==> src/rtl/cpu6502_dma_arbiter.sv <==
// Cpu6502 bus arbiter with a page-copy DMA engine (OAM-style sprite DMA).
// Define CPU6502_DMA_ALIGN_EN to make the first DMA read wait for a GET bus cycle.
module cpu6502_dma_arbiter #(
  parameter logic [15:0] TRIGGER_ADDR = 16'h4014,
  parameter logic [15:0] DEST_ADDR    = 16'h2004,
  parameter int unsigned LENGTH       = 256
) (
  input  logic        clock,
  input  logic        nReset,
  input  logic        tick,
  input  logic [15:0] cpuAddress,
  input  logic [7:0]  cpuDataOut,
  input  logic        cpuWriteEnable,
  output logic        cpuEnable,
  output logic [15:0] busAddress,
  output logic [7:0]  busDataOut,
  output logic        busWriteEnable,
  input  logic [7:0]  busDataIn,
  output logic        busy
);

  typedef enum logic [2:0] {
    S_IDLE  = 3'd0,
    S_WAIT  = 3'd1,
    S_ALIGN = 3'd2,
    S_READ  = 3'd3,
    S_WRITE = 3'd4
  } state_t;

  localparam logic [7:0] LAST_INDEX = 8'(LENGTH - 1);

  state_t     state_q, state_d;
  logic [7:0] page_q, page_d;
  logic [7:0] index_q, index_d;
  logic [7:0] latch_q, latch_d;
  logic       parity_get_s;

`ifdef CPU6502_DMA_ALIGN_EN
  logic parity_q;

  // Bus-cycle parity: 0 = GET, 1 = PUT; flips on every CPU cycle.
  always_ff @(posedge clock or negedge nReset) begin
    if (!nReset) begin
      parity_q <= 1'b0;
    end else if (tick) begin
      parity_q <= ~parity_q;
    end
  end

  assign parity_get_s = (parity_q == 1'b0);
`else
  assign parity_get_s = 1'b1;
`endif

  // State and datapath registers.
  always_ff @(posedge clock or negedge nReset) begin
    if (!nReset) begin
      state_q <= S_IDLE;
      page_q  <= 8'h00;
      index_q <= 8'h00;
      latch_q <= 8'h00;
    end else begin
      state_q <= state_d;
      page_q  <= page_d;
      index_q <= index_d;
      latch_q <= latch_d;
    end
  end

  // Next-state logic, advanced only on CPU cycle strobes.
  always_comb begin
    state_d = state_q;
    page_d  = page_q;
    index_d = index_q;
    latch_d = latch_q;
    if (tick) begin
      case (state_q)
        S_IDLE: begin
          if (cpuWriteEnable && (cpuAddress == TRIGGER_ADDR)) begin
            page_d  = cpuDataOut;
            index_d = 8'h00;
            state_d = S_WAIT;
          end else begin
            state_d = S_IDLE;
          end
        end
        S_WAIT: begin
          // The CPU is never halted on a write; the first read becomes the halt cycle.
          if (!cpuWriteEnable) begin
            state_d = S_ALIGN;
          end else begin
            state_d = S_WAIT;
          end
        end
        S_ALIGN: begin
          if (parity_get_s) begin
            latch_d = busDataIn;
            state_d = S_WRITE;
          end else begin
            state_d = S_ALIGN;
          end
        end
        S_READ: begin
          latch_d = busDataIn;
          state_d = S_WRITE;
        end
        S_WRITE: begin
          if (index_q == LAST_INDEX) begin
            index_d = 8'h00;
            state_d = S_IDLE;
          end else begin
            index_d = index_q + 8'h01;
            state_d = S_READ;
          end
        end
        default: begin
          state_d = S_IDLE;
        end
      endcase
    end else begin
      state_d = state_q;
    end
  end

  // Bus mux: the CPU owns the bus except while the DMA is copying.
  always_comb begin
    cpuEnable      = 1'b0;
    busAddress     = cpuAddress;
    busDataOut     = cpuDataOut;
    busWriteEnable = 1'b0;
    if (!nReset) begin
      cpuEnable      = 1'b0;
      busWriteEnable = 1'b0;
    end else begin
      case (state_q)
        S_IDLE: begin
          cpuEnable      = tick;
          busWriteEnable = cpuWriteEnable;
        end
        S_WAIT: begin
          if (cpuWriteEnable) begin
            cpuEnable      = tick;
            busWriteEnable = 1'b1;
          end else begin
            cpuEnable      = 1'b0;
            busWriteEnable = 1'b0;
          end
        end
        S_ALIGN: begin
          // On a GET cycle the first source read happens right here.
          if (parity_get_s) begin
            busAddress = {page_q, index_q};
          end else begin
            busAddress = cpuAddress;
          end
        end
        S_READ: begin
          busAddress = {page_q, index_q};
        end
        S_WRITE: begin
          busAddress     = DEST_ADDR;
          busDataOut     = latch_q;
          busWriteEnable = 1'b1;
        end
        default: begin
          cpuEnable = 1'b0;
        end
      endcase
    end
  end

  assign busy = (state_q != S_IDLE);

endmodule

==> config.mk <==
export PLATFORM = sky130hd
export DESIGN_NAME = cpu6502_dma_arbiter
export DESIGN_NICKNAME = d
export VERILOG_FILES = /design/src/rtl/cpu6502_dma_arbiter.sv
export SDC_FILE = /design/constraint.sdc
export NUM_CORES = 1
export LEC_CHECK = 0
export CAP_MARGIN = 20
export CORE_MARGIN = 2
export CORE_UTILIZATION = 40
export CTS_CLUSTER_SIZE = 14
export DETAILED_ROUTE_END_ITERATION = 8
export PLACE_DENSITY = 0.86
export SLEW_MARGIN = 10
export SYNTH_ARGS = -nofsm -noshare
export SYNTH_HDL_FRONTEND = slang
export SYNTH_SLANG_ARGS = --single-unit
==> constraint.sdc <==
create_clock -name clock -period 2.01 [get_ports clock]
set_input_delay 0.5025 -clock clock [delete_from_list [all_inputs] [get_ports clock]]
set_output_delay 0.5025 -clock clock [all_outputs]
set_load 0.005 [all_outputs]
==> results_dict.tcl <==
set metrics [dict create \
    critPathMaxFanout 5 \
    fin_crit_sh 1.09 \
    layout-drive-gt1-share 0.563 \
    cts_buffers 3 \
    clkSlewWorstSetupHoldPaths_ns 0.10 \
    clk_latency_ns 0.28 \
    viasPerCell 5.68 \
    num_io_pins 63 \
    synth_seq_cells 27 \
    clockBufferDepth 2 \
    cp-end-kind "output pin" \
    rows 23 \
    start_util 0.416 \
    cts_sinks 27 \
    hold_violations 0 \
    cts_tree "yes" \
    outcome "complete, but fails checks" \
    power_uw 2830 \
    leakage_uw 0.00148 \
    design.core.area_um2 4000 \
    worst_slew_pin_slew_ns 0.505 \
    drc 0 \
    grt_pass1_wl_mm 9.45 \
    reg2reg_depth 8 \
    die_x_um 68.5 \
    synth.top_cell.area_share 0.406 \
    synth_ff_type "dfrtp_1" \
    io_buffers 62 \
    rsz0062_at_grt "true" \
    cap_violations 0 \
    multi_input_area_um2 1210 \
    async_flop_share 1.00 \
    grt_max_degree 15 \
    cpPeakStageDelay_ns 0.42 \
    antenna_found_initial 0 \
    synth.distinct_cells 38 \
    slew_headroom 0.661 \
    avgRoutedWirePerCell_um 20.3 \
    crit_family "flip-flops" \
    synth_nets 213 \
    drtAntennaViolNets 0 \
    setup_violations 26 \
    crit_type "reg2out" \
    fp.dieArea_um2 4700 \
    power.internal_uw 1740 \
    slowest_stage "dfrtp_1" \
    syn_area_um2 1670 \
    final-seq-area_um2 677 \
    whs_ns 0.265 \
    dr.pass1.iters 4 \
    worst_clock_skew_ns 0.00313 \
    r2r_slack_ns 0.04 \
    critPathRequiredTime_ns 1.51 \
    start_kind "flip-flop" \
    p_sw_uw 1100 \
    die_y_um 68.5 \
    syn_area_per_cell_um2 9.46 \
    final_nets 333 \
    irDropWorstVdd_uv 574 \
    dp_hpwl_mm 3.81 \
    diodes 0 \
    p_comb_frac 0.577 \
    r2r_end "page_q[4]" \
    routabilityCongestion 0.930 \
    yosysSeqAreaShare 0.406 \
    crit_chain "nor2_2 > and3_4 > buf_8 > mux2_4 > buf_6" \
    fmax_mhz 457 \
    vias 1959 \
    hold_path_class "in2async" \
    grt_usage 0.281 \
    syn2layout_area_growth_pct 89.0 \
    synth_edf_count 0 \
    nFillCells 224 \
    grt-ovfl-total 0 \
    grt_pass1_vias 2023 \
    switching_share 0.388 \
    violations "negative setup slack" \
    power.clock.fraction 0.114 \
    finalSetupTns_ns -2.31 \
    clock-root-buffer "clkbuf_8" \
    netlist_instances 176 \
    min_period_ns 2.19 \
    p_seq_frac 0.310 \
    slew_violations 0 \
    synth_top_cell_by_area "dfrtp_1" \
    h-tree-depth 1 \
    netlist_top_cells_area "dfrtp_1 (41%), mux2_2 (16%), nand2_1 (7.0%)" \
    setup_ws_ns -0.180 \
    yosysWarningCount 0 \
    drt_iter0_markers 155 \
    cp_data_arrival_time_ns 1.69 \
    r2r_start "state_q[0]" \
    cp_num_buf_inv 2 \
    routed_wl_mm 6.99 \
    power_per_cell_area_nw_per_um2 900 \
]
flip-flops by register name, indices dropped and copies added, names as in the netlist:
name / cells
index_q: 8
state_q: 3
latch_q: 8
page_q: 8
worst max-delay path by stage:
stage                          start            end  depth (start not counted)
after floorplan           state_q[1]  busDataOut[3]                          6
after detailed placement      nReset  busDataOut[4]                          5
after CTS                 state_q[0]  busDataOut[0]                          6
after global routing      state_q[1]  busDataOut[3]                          5
after global placement        nReset  busDataOut[2]                          5
final                     state_q[1]  busDataOut[3]                          5
cell usage after synthesis, types with 2 or more instances:
cell / number
nand2_1: 31
dfrtp_1: 27
mux2_2: 24
o21ai_0: 15
inv_1: 11
o22ai_1: 8
nand3_1: 6
clkbuf_1: 5
mux2i_1: 4
nor3_1: 4
nor4_1: 4
o211ai_1: 4
buf_2: 3
a21oi_1: 2
nand3b_1: 2
nor2_1: 2
nor4b_1: 2
or3_1: 2
worst reg2reg max path, delay by kind of cell, from the launching register on:
family | cells | cell delay [ns]
flip-flops | 1 | 0.41
buffers and inverters | 5 | 0.65
AND/OR/NAND/NOR | 2 | 0.46
multiplexers | 1 | 0.32
power groups by stage:
| stage | combinational, uW | clock, uW | sequential [uW] |
|---|---|---|---|
| floorplan | 586 | 0 | 822 |
| global placement | 1140 | 0 | 856 |
| detailed placement | 1180 | 0 | 862 |
| CTS | 1440 | 324 | 861 |
| global route | 1730 | 347 | 895 |
| finish | 1630 | 323 | 877 |
layout by cell type (no fill, tap or decap), types with 2 or more instances in the layout:
cell,netlist,routed
clkdlybuf4s15_1,0,2
dlymetal6s2s_1,0,3
clkbuf_8,0,3
nand2_2,0,4
nand3b_1,2,2
inv_2,0,2
clkbuf_2,0,3
nor4b_4,0,2
buf_2,3,18
clkdlybuf4s50_1,0,21
dfrtp_1,27,26
nor3_1,4,2
nor4_4,1,2
dlygate4sd2_1,0,6
nand3_1,6,4
buf_8,0,2
o21ai_2,0,9
o211ai_1,4,4
buf_6,1,23
mux2_2,24,8
buf_4,0,42
mux2i_1,4,3
o22ai_1,8,3
o22ai_2,0,4
nand2_1,31,26
o21ai_0,15,5
or3_1,2,2
inv_1,11,9
mux2_4,0,16
nor4_1,4,2
nor2_2,0,2
through the flow:
stage | std cells | util | area [um2] | worst slack (ns)
detailed placement | 323 | 0.662 | 2650 | -0.727
global route | 345 | 0.787 | 3150 | -0.237
finish | 345 | 0.787 | 3150 | -0.180
floorplan | 176 | - | 1670 | 0.0597
CTS | 344 | 0.748 | 2990 | -0.178
global placement | 323 | 0.662 | 2650 | -0.691
per-layer routing:
layer / wire, um / global-route usage / vias to the layer above
li1: - / - / 877
met3: 365 / 0.0617 / 19
met2: 3660 / 0.484 / 93
met5: 0 / 0 / -
met4: 200 / 0.163 / 0
met1: 2760 / 0.318 / 970
repair_timing:
item	in CTS	in global routing
pin swaps	14	26
endpoints found under the setup margin	44	45
hold buffers	0	0
endpoints found under the hold margin	0	0
resized for setup	176	58
gates cloned	2	1
setup buffers	15	6
logic make-up after synthesis:
family                     after synthesis  share of synthesized area
buffers and inverters                   20                     0.0518
adders and majority gates                1                    0.00751
muxes                                   28                      0.186
DFF                                     27                      0.406
AOI/OAI and AO/OA                       35                      0.138
and+or+nand+nor                         65                      0.210
final cells by class:
type / count / share of cell area
well taps: 50 / 0.0199
clock buffers: 4 / 0.0143
multi-input cells: 129 / 0.384
inverters: 11 / 0.0131
flip-flops and latches: 27 / 0.215
repair buffers: 124 / 0.354
No activity file was read; power rests on OpenSTA's default activity.
